File: config.mk
export PLATFORM = sky130hd
export DESIGN_NAME = nv_clkgate_en_ctrl_flat
export DESIGN_NICKNAME = d
export VERILOG_FILES = /design/src/rtl/nv_clkgate_en_ctrl_if.sv /design/src/rtl/nv_clkgate_en_ctrl.sv /design/src/flat_wrapper.sv
export SDC_FILE = /design/constraint.sdc
export NUM_CORES = 1
export LEC_CHECK = 0
export BUFFER_PORTS_ARGS = -buffer_cell sky130_fd_sc_hd__buf_4
export CORE_ASPECT_RATIO = 1.2
export CORE_MARGIN = 2
export CORE_UTILIZATION = 40
export DETAILED_ROUTE_END_ITERATION = 6
export PLACE_DENSITY_LB_ADDON = 0.2
export SETUP_SLACK_MARGIN = 0.3
export SLEW_MARGIN = 30
export SYNTH_ARGS = -nofsm -noshare
export SYNTH_HDL_FRONTEND = slang
export SYNTH_SLANG_ARGS = --single-unit
File: constraint.sdc
create_clock -name nvdla_core_clk -period 2.2 [get_ports nvdla_core_clk]
set_input_delay 0.66 -clock nvdla_core_clk [delete_from_list [all_inputs] [get_ports nvdla_core_clk]]
set_output_delay 0.66 -clock nvdla_core_clk [all_outputs]
set_load 0.03 [all_outputs]
File: src/rtl/nv_clkgate_en_ctrl_if.sv
// Request handshake, activity/config inputs and ICG drive outputs of the clock-gate controller.
// master = requester/unit side, slave = controller.
interface nv_clkgate_en_ctrl_if;
    logic        req_vld;
    logic        req_rdy;
    logic        unit_busy;
    logic        cfg_gate_dis;
    logic        test_mode;
    logic        gate_en;
    logic        gate_te;
    logic [1:0]  gate_state;
    logic [31:0] gate_off_cnt;

    modport master (
        output req_vld, unit_busy, cfg_gate_dis, test_mode,
        input  req_rdy, gate_en, gate_te, gate_state, gate_off_cnt
    );

    modport slave (
        input  req_vld, unit_busy, cfg_gate_dis, test_mode,
        output req_rdy, gate_en, gate_te, gate_state, gate_off_cnt
    );
endinterface

File: src/rtl/nv_clkgate_en_ctrl.sv
// Enable controller for a latch-based ICG: closes the gate after an idle period,
// reopens it on activity and holds requests off until the gated domain settles.
module nv_clkgate_en_ctrl #(
    parameter int IDLE_CYC = 16,
    parameter int WAKE_CYC = 2,
    parameter int CNT_W    = 8
) (
    input  logic                 nvdla_core_clk,
    input  logic                 nvdla_core_rst,
    nv_clkgate_en_ctrl_if.slave  cg
);

    typedef enum logic [1:0] {
        ST_OFF   = 2'd0,
        ST_WAKE  = 2'd1,
        ST_ON    = 2'd2,
        ST_DRAIN = 2'd3
    } state_t;

    localparam logic [CNT_W-1:0] IDLE_LAST = CNT_W'(IDLE_CYC - 1);
    localparam logic [CNT_W-1:0] WAKE_LAST = CNT_W'(WAKE_CYC - 1);
    localparam logic [CNT_W-1:0] CNT_ONE   = CNT_W'(1);

    state_t            state_q, state_d;
    logic [CNT_W-1:0]  idle_cnt_q, idle_cnt_d;
    logic [CNT_W-1:0]  wake_cnt_q, wake_cnt_d;
    logic              gate_en_q;
    logic [31:0]       off_cnt_q;
    logic              act;

    assign act = cg.req_vld | cg.unit_busy | cg.cfg_gate_dis;

    always_comb begin
        state_d    = state_q;
        idle_cnt_d = idle_cnt_q;
        wake_cnt_d = wake_cnt_q;
        case (state_q)
            ST_OFF: begin
                if (act) begin
                    state_d    = ST_WAKE;
                    wake_cnt_d = '0;
                end
            end
            ST_WAKE: begin
                // Wake always completes once started, even if the request goes away.
                if (wake_cnt_q == WAKE_LAST) begin
                    state_d    = ST_ON;
                    idle_cnt_d = '0;
                end else begin
                    wake_cnt_d = wake_cnt_q + CNT_ONE;
                end
            end
            ST_ON: begin
                if (act) begin
                    idle_cnt_d = '0;
                end else if (idle_cnt_q == IDLE_LAST) begin
                    state_d = ST_DRAIN;
                end else begin
                    idle_cnt_d = idle_cnt_q + CNT_ONE;
                end
            end
            ST_DRAIN: begin
                if (act) begin
                    state_d    = ST_ON;
                    idle_cnt_d = '0;
                end else begin
                    state_d = ST_OFF;
                end
            end
            default: begin
                state_d    = ST_ON;
                idle_cnt_d = '0;
                wake_cnt_d = '0;
            end
        endcase
    end

    always_ff @(posedge nvdla_core_clk) begin
        if (nvdla_core_rst) begin
            state_q    <= ST_ON;
            idle_cnt_q <= '0;
            wake_cnt_q <= '0;
            gate_en_q  <= 1'b1;
            off_cnt_q  <= '0;
        end else begin
            state_q    <= state_d;
            idle_cnt_q <= idle_cnt_d;
            wake_cnt_q <= wake_cnt_d;
            // Registered so E only moves on posedge, well clear of the ICG's negedge latch.
            gate_en_q  <= (state_d != ST_OFF);
            if (state_q == ST_OFF && off_cnt_q != 32'hFFFF_FFFF)
                off_cnt_q <= off_cnt_q + 32'd1;
        end
    end

    assign cg.req_rdy      = (state_q == ST_ON) & ~nvdla_core_rst;
    assign cg.gate_en      = gate_en_q;
    assign cg.gate_te      = cg.test_mode | cg.cfg_gate_dis;
    assign cg.gate_state   = state_q;
    assign cg.gate_off_cnt = off_cnt_q;

endmodule

File: src/flat_wrapper.sv
// flat-port wrapper written by rule: the top's interface ports become plain ports
module nv_clkgate_en_ctrl_flat 
#(
    parameter int IDLE_CYC = 16,
    parameter int WAKE_CYC = 2,
    parameter int CNT_W    = 8
)
  (nvdla_core_clk, nvdla_core_rst, cg_req_vld, cg_unit_busy, cg_cfg_gate_dis, cg_test_mode, cg_req_rdy, cg_gate_en, cg_gate_te, cg_gate_state, cg_gate_off_cnt);
  nv_clkgate_en_ctrl_if cg_i ();
  input  logic nvdla_core_clk;
  input  logic nvdla_core_rst;
  input wire logic [$bits(cg_i.req_vld)-1:0] cg_req_vld;
  input wire logic [$bits(cg_i.unit_busy)-1:0] cg_unit_busy;
  input wire logic [$bits(cg_i.cfg_gate_dis)-1:0] cg_cfg_gate_dis;
  input wire logic [$bits(cg_i.test_mode)-1:0] cg_test_mode;
  output wire logic [$bits(cg_i.req_rdy)-1:0] cg_req_rdy;
  output wire logic [$bits(cg_i.gate_en)-1:0] cg_gate_en;
  output wire logic [$bits(cg_i.gate_te)-1:0] cg_gate_te;
  output wire logic [$bits(cg_i.gate_state)-1:0] cg_gate_state;
  output wire logic [$bits(cg_i.gate_off_cnt)-1:0] cg_gate_off_cnt;
  assign cg_i.req_vld = cg_req_vld;
  assign cg_i.unit_busy = cg_unit_busy;
  assign cg_i.cfg_gate_dis = cg_cfg_gate_dis;
  assign cg_i.test_mode = cg_test_mode;
  assign cg_req_rdy = cg_i.req_rdy;
  assign cg_gate_en = cg_i.gate_en;
  assign cg_gate_te = cg_i.gate_te;
  assign cg_gate_state = cg_i.gate_state;
  assign cg_gate_off_cnt = cg_i.gate_off_cnt;
  nv_clkgate_en_ctrl #(.IDLE_CYC(IDLE_CYC), .WAKE_CYC(WAKE_CYC), .CNT_W(CNT_W)) u_core (.nvdla_core_clk(nvdla_core_clk), .nvdla_core_rst(nvdla_core_rst), .cg(cg_i));
endmodule
# Word-level counts from Yosys, hierarchy flattened
# Cells that the tools add are included.
classes:
  magnitude_cmp: 0
  n_reduce_logical: 7
  mul: 0
  div_mod_pow: 0
  eq_ne: 11
  shifts: 0
  n_bitwise: 5
  muxes: 13
  add_sub_neg: 3
ops:
  columns: ["operator", "count"]
  rows:
  - ["$mux 8", 5]
  - ["$add 32x1->32 const B", 1]
  - ["$ne 32x32->1 const B", 1]
  - ["$pmux 8 s3", 1]
  - ["$add 8x1->8 const B", 2]
  - ["$pmux 8 s2", 1]
  - ["$mux 2", 5]
  - ["$eq 8x1->1 const B", 1]
  - ["$eq 8x4->1 const B", 1]
  - ["$pmux 2 s4", 1]
  - ["$ne 2x1->1 const B", 3]
  - ["$eq 2x2->1 const B", 2]
  - ["$reduce_and 4->1", 1]
  - ["$reduce_bool 2->1", 2]
  - ["$ne 3x2->1 const B", 1]
  - ["$or 1x1->1", 3]
  - ["$reduce_and 3->1", 1]
  - ["$reduce_bool 3->1", 1]
  - ["$eq 2x1->1 const B", 1]
  - ["$logic_not 2->1", 1]
  - ["$ne 2x2->1 const B", 1]
  - ["$and 1x1->1", 1]
  - ["$logic_and 1x1->1", 1]
  - ["$not 1->1", 1]
totals:
  output_inout_bits: 37
  romBits: 0
  input_bits: 6
  latchBits: 0
  ramBits: 0
  n_memories: 0
  regBits: 51

# Longest topological paths before layout
# Gate-level depths: netlist (run 1).
logic_depth:
  word_depth: 5
  depth_mapped: 8

# Least setup slack after synthesis (run 1)
# No wires, ideal clock.
synth_timing:
  path_kind: "input to output"
  from: "input port nvdla_core_rst"
  to: "output port cg_req_rdy"
  path_slack_ps: 62
  arrival_ps: 1478
  path_buffers: 2
  cell_stages: 3
  t_required_ps: 1540
  cell_sequence: "clkbuf_1 > clkbuf_1 > nor2_1"
synth_between:
  elab_chain_len: 2
synth_lines:
  columns: ["element", "line", "rtl"]
  rows:
  - ["start: declaration", "flat_wrapper.sv:11", "input logic nvdla_core_rst;"]
  - ["$not 1->1", "nv_clkgate_en_ctrl.sv:96", "assign cg.req_rdy = (state_q == ST_ON) & ~nvdla_core_rst;"]
  - ["$and 1x1->1", "nv_clkgate_en_ctrl.sv:96", null]
  - ["end: declaration", "flat_wrapper.sv:16", "output wire logic [$bits(cg_i.req_rdy)-1:0] cg_req_rdy;"]
# Every way passes these cells.

# Worst setup path after layout (run 1)
layout_timing:
  from: "input port cg_cfg_gate_dis"
  to: "output port cg_gate_te"
layout_between:
  elab_chain_len: 1
layout_lines:
  columns: ["element", "line", "rtl"]
  rows:
  - ["start: declaration", "flat_wrapper.sv:14", "input wire logic [$bits(cg_i.cfg_gate_dis)-1:0] cg_cfg_gate_dis;"]
  - ["$or 1x1->1", "nv_clkgate_en_ctrl.sv:98", "assign cg.gate_te = cg.test_mode | cg.cfg_gate_dis;"]
  - ["end: declaration", "flat_wrapper.sv:18", "output wire logic [$bits(cg_i.gate_te)-1:0] cg_gate_te;"]
# Every way passes these cells.

==> summary.md, run 1 <==
| Metric | Value |
|---|---|
| Die Y | `about 93 µm` |
| Post-route core utilization | `54.6%` |
| CTS Buffer Depth | `2` |
| Sw Ratio | `a little under a quarter` |
| Post-DP HPWL | `4.38 mm` |
| Antenna cells | `0` |
| DRC | `0` |
| Flops & latches, synth | `51` |
| H-tree levels | `2` |
| Async S/R FF share, synth | `0%` |
| Final GP Congestion | `between 0.7 and 0.8` |
| Site Rows | `32` |
| Status | `finished, final reports clean` |
| Top-count cell post-synth | `dfxtp_1` |
| Largest fanout on the critical path | `2` |
| IO Pins | `between 40 and 50` |
| Final period util | `around 86%` |
| Max_cap viols | `0` |
| Post-detailed-route via-to-cell ratio | `about 5.6` |
| Vias in the first global route | `between 2000 and 2500` |
| Clock Sinks | `about 50` |
| Largest net degree at the start of global routing | `27` |
| CTS tree | `done` |
| Final setup fails | `0` |
| Worst ir drop on vdd | `~220 µV` |
| Grt total ovfl | `0` |
| Logic gate share of total power | `~3.4%` |
| Area delta synth->final | `32.5%` |
| Fin. Hold Viols | `0` |
| Die width | `about 78 µm` |
| Initial antenna violation count | `0` |
| Clock Root Buffer | `clkbuf_8` |
| Layout Skew | `roughly 0.012 ns` |
| Final TNS setup | `0 ns` |
| Syn_nets | `about 320` |
| Nature of the critical path endpoint | `primary output` |
| Post-Route WL | `about 6.6 mm` |
| Mapped Area | `about 0.0027 mm²` |
| Post-synthesis area per instance | `around 8.5 µm²` |
| Die area | `0.00732 mm²` |
| FMAX | `~0.53 GHz` |
| Core ar. | `around 0.0064 mm²` |
| DR iter-0 viols | `116` |
| Hold buffer count at CTS | `0` |
| RSZ-0062 raised after global routing | `yes` |
| Post-synth top cells | `dfxtp_1 (51), a21oi_1 (37), nor2_1 (28), or3_1 (21), nand2_1 (18)` |
| Internal | `between 1 and 1.5 mW` |
| Nets | `385` |
| Most used DFF post-synth | `dfxtp_1` |
| EDFF count, synth | `0` |
| Relative slew margins | `68.4%` |
| Flop pwr share | `approximately three fifths` |
| Worst Path Required | `between 1.5 and 2 ns` |
| # fillers | `between 600 and 700` |
| Startpoint Class | `primary input` |
| Clk pwr share | `~35%` |
| Largest cells by area after synthesis | `dfxtp_1 (38%), a21oi_1 (7.0%), or3_1 (4.9%), nor2_1 (4.0%), nand3_1 (3.0%)` |
| Min-Delay Path Class | `reg -> reg` |
| Power Density | `roughly 430 mW/mm²` |
| Final Slew Violations | `0` |
| Synth warn | `0` |
| Global-route wire length before repair | `around 11 mm` |
| Tmin final | `~1.9 ns` |
| Share of cells above drive strength 1 | `40.7%` |
| Sequential fraction of the synthesis area | `roughly two fifths` |
| Initial Util | `between 40% and 50%` |
| Antenna Violating Nets Remaining | `0` |
| Initial DRT Pass Iterations | `4` |
| GRT Util Overall | `18.2%` |
| Leak | `1.26 nW` |
| Hold Worst Slack | `approximately 0.48 ns` |
| Clk Latency, worst-skew pair | `between 0.3 and 0.4 ns` |
| Synth area leader | `dfxtp_1` |
| Unique masters post-synth | `53` |
| Clock slew at reported path FFs | `0.09 ns` |
| Sw Pwr | `around 0.35 mW` |
| Num CTS Buffers | `5` |
| Mapped Cells | `314` |
| Total power | `roughly 1.5 mW` |
| Port bufs | `between 40 and 50` |
| Via count | `around 2600` |
| Routed len/inst | `between 10 and 15 µm` |
| Worst Max-Slew Pin Slew | `approximately 0.47 ns` |
| Synth top area share | `38.4%` |
| Setup CP Type | `in -> out` |
| Worst Path Arrival | `between 1 and 1.5 ns` |
-- per-layer routing --
metal | global-route usage (%) | vias to the layer above | wire length (µm)
met4 | 4.97 | 0 | 78
met1 | 22.3 | 1228 | 2850
li1 | - | 1303 | -
met5 | 0 | - | 0
met3 | 3.67 | 7 | 259
met2 | 32.1 | 51 | 3410
-- per-stage QoR --
stage	instances	area [µm²]	setup slack [ns]
global route	461	3520	0.219
detailed placement	437	3130	0.173
floorplan	314	2710	0.285
CTS	451	3310	0.294
global placement	437	3130	0.216
finish	461	3520	0.314
-- sequential cells by signal, indices dropped and copies added, names as in the netlist --
name                    cells
u_core.cg.gate_en           1
u_core.cg.gate_state        2
u_core.cg.gate_off_cnt     32
u_core.idle_cnt_q           8
u_core.wake_cnt_q           8
-- worst paths after layout --
kind / from / cells past startpoint / slack, ns / endpoint
worst min register to register: u_core.idle_cnt_q[1] / 2 / 0.48 / u_core.idle_cnt_q[1]
worst max register to register: u_core.cg.gate_off_cnt[1] / 7 / 0.34 / u_core.cg.gate_off_cnt[25]
worst max-delay path: cg_cfg_gate_dis / 3 / 0.31 / cg_gate_te
worst min-delay path: u_core.idle_cnt_q[1] / 2 / 0.48 / u_core.idle_cnt_q[1]
-- placed cells by master (no fill, tap or decap), types with 5 or more instances in the layout --
cell      synthesis  layout
nand4_1          10      10
a21oi_2           0       8
nor2_1           28      26
a21oi_1          37      29
clkbuf_8          0       5
and3_1            5       5
or2_2             5       5
xnor2_1           5       5
nand3_1          16      15
or4_1            10       8
buf_4             0      62
inv_1             9       8
o21ai_1          13      14
dfxtp_2           0      29
or3_1            21      19
o31ai_1           9       6
nand2_1          18      17
dfxtp_1          51      19
-- critical path, cell delays in order --
cell and delay [ns]:
buf_4 0.12, or2_2 0.28, buf_4 0.17
-- cells by family (layout without fill, tap and decap cells) --
logic type | after synthesis | count (layout) | synth area share, %
AND/OR/NAND/NOR | 139 | 139 | 31.1
AO/OA/AOI/OAI | 87 | 87 | 20.5
flip-flops | 51 | 51 | 38.4
adder cells (fa/ha/maj) | 4 | 4 | 1.88
XOR/XNOR | 8 | 8 | 2.64
multiplexers | 2 | 2 | 0.988
buffers and inverters | 23 | 85 | 4.47
-- power by group through the flow --
stage / clock, mW / sequential [mW] / combinational, mW
after floorplan: 0 / 0.942 / 0.0291
after global placement: 0 / 0.942 / 0.0476
after detailed placement: 0 / 0.942 / 0.0480
after CTS: 0.544 / 0.921 / 0.0482
after global routing: 0.580 / 0.919 / 0.0558
final: 0.532 / 0.919 / 0.0508
-- area by class of cell --
class,count,area [µm²],share of cell area [%]
Clock inverter,2,7.51,0.213
Multi-Input combinational cell,240,1680,47.6
Timing Repair Buffer,68,557,15.8
Clock buffer,6,72.6,2.06
Sequential cell,51,1070,30.3
Tap cell,85,106,3.02
Inverter,9,33.8,0.959
-- what timing repair did --
action / 4_1_cts / 5_1_grt
setup endpoints to repair: 18 / 32
gates resized for setup: 5 / 44
pin swaps: 4 / 20
cloned: 1 / 1
endpoints found under the hold margin: 0 / 0
buffers inserted: 5 / 9
No activity file was read; power rests on OpenSTA's default activity.
==> run 2, diff against run 1 <==
Settings changed: CORE_MARGIN 2 to 5.
==> run 2 against run 1 <==
Routed wire length up 3.2%. Critical path type is now reg -> reg. Largest cell class unchanged. Sequential power down 0.5%. Clock skew about the same.
==> summary.md, run 2 (synthesized netlist as in run 1, its figures left out) <==
| Metric | Value |
|---|---|
| Die area | `roughly 0.0084 mm²` |
| Post-Route WL | `between 6 and 7 mm` |
| Final TNS setup | `0 ns` |
| CTS tree | `done` |
| Max_cap viols | `0` |
| Post-route setup slack | `between 0.2 and 0.3 ns` |
| Sw Ratio | `between 20% and 30%` |
| Num CTS Buffers | `5` |
| Worst hold start | `u_core.idle_cnt_q[1]` |
| CP max stage delay | `around 0.53 ns` |
| Fin. Hold Viols | `0` |
| Commonest non-fill, non-tap cell in the layout | `buf_4` |
| Fin cells | `~470` |
| Initial DRT Pass Iterations | `4` |
| Final period util | `approximately 88%` |
| DRC | `0` |
| Core ar. | `approximately 0.0064 mm²` |
| Relative slew margins | `roughly two thirds` |
| FMAX | `between 0.5 and 0.6 GHz` |
| Antenna Violating Nets Remaining | `0` |
| Initial Util | `between 40% and 50%` |
| Largest net degree at the start of global routing | `33` |
| Min-Delay Path Class | `reg -> reg` |
| CTS Buffer Depth | `2` |
| Clk Latency, worst-skew pair | `approximately 0.3 ns` |
| IO Pins | `43` |
| Die Y | `roughly 100 µm` |
| Status | `finished, final reports clean` |
| Crit. Startpoint | `u_core.idle_cnt_q[1]` |
| Internal | `1.15 mW` |
| Power Density | `~400 mW/mm²` |
| Worst ir drop on vdd | `around 270 µV` |
| DP Area | `about 0.0031 mm²` |
| Layout Skew | `roughly 0.012 ns` |
| Die width | `about 84 µm` |
| Place WS | `0.169 ns` |
| Clock Sinks | `a little over 50` |
| Worst reg2reg setup slack | `0.25 ns` |
| Worst r2r src | `u_core.idle_cnt_q[1]` |
| Site Rows | `32` |
| Clock Root Buffer | `clkbuf_8` |
| Largest fanout on the critical path | `5` |
| Global-route wire length before repair | `roughly 11 mm` |
| DR iter-0 viols | `roughly 120` |
| GRT Util Overall | `~15%` |
| Setup CP Type | `reg -> reg` |
| Post-DP HPWL | `around 4.4 mm` |
| Flop pwr share | `between 60% and 70%` |
| Tmin final | `slightly below 2 ns` |
| WP buf/inv | `0` |
| Post-detailed-route via-to-cell ratio | `roughly 5.6` |
| Final Slew Violations | `0` |
| Port bufs | `42` |
| Clock slew at reported path FFs | `about 0.090 ns` |
| Worst Path Arrival | `2.15 ns` |
| Final instance area | `between 0.003 and 0.004 mm²` |
| Startpoint Class | `flop` |
| Worst Max-Slew Pin Slew | `approximately 0.47 ns` |
| Total power | `around 1.5 mW` |
| # fillers | `between 500 and 600` |
| Cells after DPL | `438` |
| Clk pwr share | `between 30% and 40%` |
| Grt total ovfl | `0` |
| Routed len/inst | `around 14 µm` |
| Vias in the first global route | `about 2300` |
| Via count | `~2600` |
| Hold buffer count at CTS | `0` |
| RSZ-0062 raised after global routing | `yes` |
| Nets | `395` |
| Share of cells above drive strength 1 | `between 40% and 50%` |
| Initial antenna violation count | `0` |
| Nature of the critical path endpoint | `flop` |
| Area delta synth->final | `39.3%` |
| Commonest non-fill, non-tap cells in the layout | `buf_4 (69), a21oi_1 (33), nor2_1 (26), dfxtp_1 (26), or3_1 (21)` |
| FF/Latch Area | `around 0.0011 mm²` |
| Final setup fails | `0` |
| Area of the multi-input gates | `approximately 0.0017 mm²` |
| Leak | `between 1 and 1.5 nW` |
| Final GP Congestion | `slightly above 0.8` |
| Antenna cells | `0` |
| Top delay family on crit path | `compound AO/OA/AOI/OAI gates` |
| Logic gate share of total power | `between 3 and 4%` |
| H-tree levels | `2` |
| CP max-delay cell | `or4_4` |
| Max reg flops | `32` |
| Sw Pwr | `around 0.34 mW` |
| Worst Path Required | `between 2 and 2.5 ns` |
| Critical path cell sequence | `ha_4 -> nand3_2 -> or4_4 -> o311ai_4 -> a21oi_2 -> o32ai_2` |
run 2: cell types whose count changed in the layout (fill, tap and decap cells not counted), sizes merged:
| cell | change |
|---|---|
| buf | +9 |
| bufbuf | -1 |
| clkbuf | +1 |
| clkinvlp | +1 |
run 2: through the flow:
stage,hold WS [ns],utilization (%)
after global placement,0.465,48.7
after CTS,0.484,50.8
after global routing,0.523,57.5
after floorplan,0.444,-
after detailed placement,0.471,48.7
final,0.490,57.5
run 2: layer usage:
| layer | part of all wire [%] | GRT usage, % | wire, µm |
|---|---|---|---|
| met5 | 0 | 0 | 0 |
| met3 | 3.9 | 3.31 | 267 |
| met1 | 45 | 18.6 | 3040 |
| met2 | 50 | 25.1 | 3430 |
| met4 | 1.1 | 3.53 | 74 |
run 2: area by class of cell:
class | instances | area share (%)
timing repair buffer | 78 | 17.9
sequential | 51 | 28.9
inverter | 9 | 0.912
clock inverter | 3 | 0.405
multi-input combinational | 240 | 47.1
tap | 85 | 2.87
clock buffer | 5 | 1.86
run 2: timing repair:
item	in CTS	in global routing
hold endpoints to repair	0	0
resized for setup	4	54
endpoints found under the setup margin	12	23
buffers inserted	5	17
pin swaps	4	20
cloned	0	3
run 2: worst min-delay path: stages, from the launching register on:
cell and delay, ns:
dfxtp_2 0.35, nand2_1 0.06, a21oi_1 0.05
run 2: final timing paths:
check / endpoint / cells after the start
max: u_core.idle_cnt_q[4] / 6
min: u_core.idle_cnt_q[1] / 2
max reg2reg: u_core.idle_cnt_q[4] / 6
min reg2reg: u_core.idle_cnt_q[1] / 2
run 2: power by group through the flow:
stage,registers [mW],clock network (mW),logic [mW]
global placement,0.942,0,0.0474
floorplan,0.942,0,0.0291
detailed placement,0.942,0,0.0483
global route,0.914,0.585,0.0547
CTS,0.921,0.551,0.0483
finish,0.914,0.524,0.0512
==> run 3, diff against run 2 <==
Settings changed: GPL_TIMING_DRIVEN set to 0, PLACE_DENSITY_LB_ADDON 0.2 to unset.
==> run 3 against run 2 <==
Cell count grew 0.21%. Combinational power is 33% higher. Power increased by 11%. Die area is the same. Global-route usage is 1.7 points higher. Largest power group unchanged.
==> summary.md, run 3 (synthesized netlist as in run 1, its figures left out) <==
| Metric | Value |
|---|---|
| Status | `finished, final reports clean` |
| Initial antenna violation count | `0` |
| Clock slew at reported path FFs | `approximately 0.10 ns` |
| Die Y | `between 90 and 100 µm` |
| Min-Delay Path Class | `reg -> reg` |
| Final period util | `87.6%` |
| Layout Skew | `about 0.004 ns` |
| Vias in the first global route | `between 2000 and 2500` |
| Die width | `84.4 µm` |
| Routed len/inst | `around 16 µm` |
| Post-Route WL | `approximately 7.5 mm` |
| Post-DP HPWL | `4.84 mm` |
| Clock Root Buffer | `clkbuf_8` |
| Commonest non-fill, non-tap cells in the layout | `buf_4 (58), a21oi_1 (35), dfxtp_1 (28)` |
| Leak | `between 1 and 1.5 nW` |
| Setup CP Type | `in -> out` |
| Nature of the critical path endpoint | `primary output` |
| RSZ-0062 raised after global routing | `yes` |
| Relative slew margins | `between 50% and 60%` |
| CTS Buffer Depth | `2` |
| Worst Max-Slew Pin Slew | `approximately 0.66 ns` |
| Critical path cell sequence | `buf_6 -> clkbuf_16 -> clkbuf_16 -> nor2_4 -> buf_6` |
| Area delta synth->final | `37.2%` |
| Max_cap viols | `0` |
| DRC | `0` |
| Nets | `just under 400` |
| Clock Sinks | `between 50 and 60` |
| WP buf/inv | `4` |
| CP max-delay cell | `clkbuf_16` |
| Initial Util | `about 41%` |
| CP max stage delay | `roughly 0.14 ns` |
| Startpoint Class | `primary input` |
| Largest fanout on the critical path | `6` |
| Antenna cells | `0` |
| Die area | `about 0.0084 mm²` |
| Hold buffer count at CTS | `0` |
| Port bufs | `42` |
| Share of cells above drive strength 1 | `a little under two fifths` |
| Max reg flops | `32` |
| DR iter-0 viols | `~120` |
| Tmin final | `1.93 ns` |
| Final TNS setup | `0 ns` |
| FMAX | `approximately 0.52 GHz` |
| Power Density | `451 mW/mm²` |
| Antenna Violating Nets Remaining | `0` |
| CTS tree | `done` |
| Commonest non-fill, non-tap cell in the layout | `buf_4` |
| Num CTS Buffers | `5` |
| GR Layer Usage met2 | `about 28%` |
| IO Pins | `43` |
| Initial DRT Pass Iterations | `4` |
| Final Slew Violations | `0` |
| Worst ir drop on vdd | `265 µV` |
| Worst Path Required | `1.54 ns` |
| Clk Latency, worst-skew pair | `approximately 0.3 ns` |
| Final setup fails | `0` |
| Global Route met1 Usage | `between 20% and 30%` |
| DP Area | `~0.0031 mm²` |
| Via count | `between 2000 and 3000` |
| Top delay family on crit path | `buffers and inverters` |
| Largest net degree at the start of global routing | `17` |
| Core ar. | `0.00645 mm²` |
| Met3 Resource Use GR | `under 10%` |
| Post-detailed-route via-to-cell ratio | `between 5 and 6` |
| H-tree levels | `2` |
| Fin. Hold Viols | `0` |
| GRT Max-Usage Layer | `met2` |
| Final GP Congestion | `approximately 0.82` |
| Final instance area | `approximately 0.0036 mm²` |
| Worst Path Arrival | `about 1.3 ns` |
| Global-route wire length before repair | `approximately 11 mm` |
| Grt total ovfl | `0` |
| Site Rows | `32` |
| GRT Util Overall | `~16%` |
## run 3: per-layer routing
layer | up-vias | part of all wire, %
met3 | 12 | 4.2
met4 | 0 | 1.6
met1 | 1264 | 43
met2 | 54 | 51
met5 | - | 0
li1 | 1329 | -
## run 3: cell type report
type	count	area [µm²]
multi-input cells	240	1670
fillers	604	2800
clock buffers	6	72.6
well taps	85	106
repair buffers	65	529
clock inverters	2	36.3
inverters	9	33.8
plain buffers	14	143
flip-flops and latches	51	1060
## run 3: power by group
| part | leakage, nW | switching (mW) | internal, mW |
|---|---|---|---|
| registers | 0.424 | 0.000875 | 0.917 |
| logic | 0.830 | 0.0399 | 0.0283 |
| clock network | 0.0557 | 0.320 | 0.341 |
| total | 1.31 | 0.361 | 1.29 |
## run 3: repair_timing
action	4_1_cts	5_1_grt
hold endpoints to repair	0	0
pin swaps	9	24
buffers inserted	11	8
setup endpoints to repair	38	36
gates resized for setup	23	26
gates cloned	0	4
## run 3: path summary, 6_finish.rpt
check	from	to	slack, ns	cells after the start
hold / removal	u_core.idle_cnt_q[1]	u_core.idle_cnt_q[1]	0.50	2
hold reg to reg	u_core.idle_cnt_q[1]	u_core.idle_cnt_q[1]	0.50	2
setup reg to reg	u_core.cg.gate_off_cnt[19]	u_core.cg.gate_off_cnt[31]	0.32	6
setup / recovery	nvdla_core_rst	cg_req_rdy	0.27	5
## run 3: through the flow
stage	util (%)	setup slack (ns)	hold WS [ns]	power [mW]	instances
floorplan	-	0.285	0.444	0.971	314
global placement	48.5	-0.229	0.463	0.994	441
detailed placement	48.5	-0.221	0.473	0.994	441
CTS	53.3	0.272	0.485	1.67	460
global route	56.6	0.208	0.513	1.71	472
finish	56.6	0.273	0.496	1.65	472
## run 3: worst min-delay path, cell delays in order (launching register included)
cell and delay, ns:
dfxtp_2 0.35, nand2_1 0.06, a21oi_1 0.05
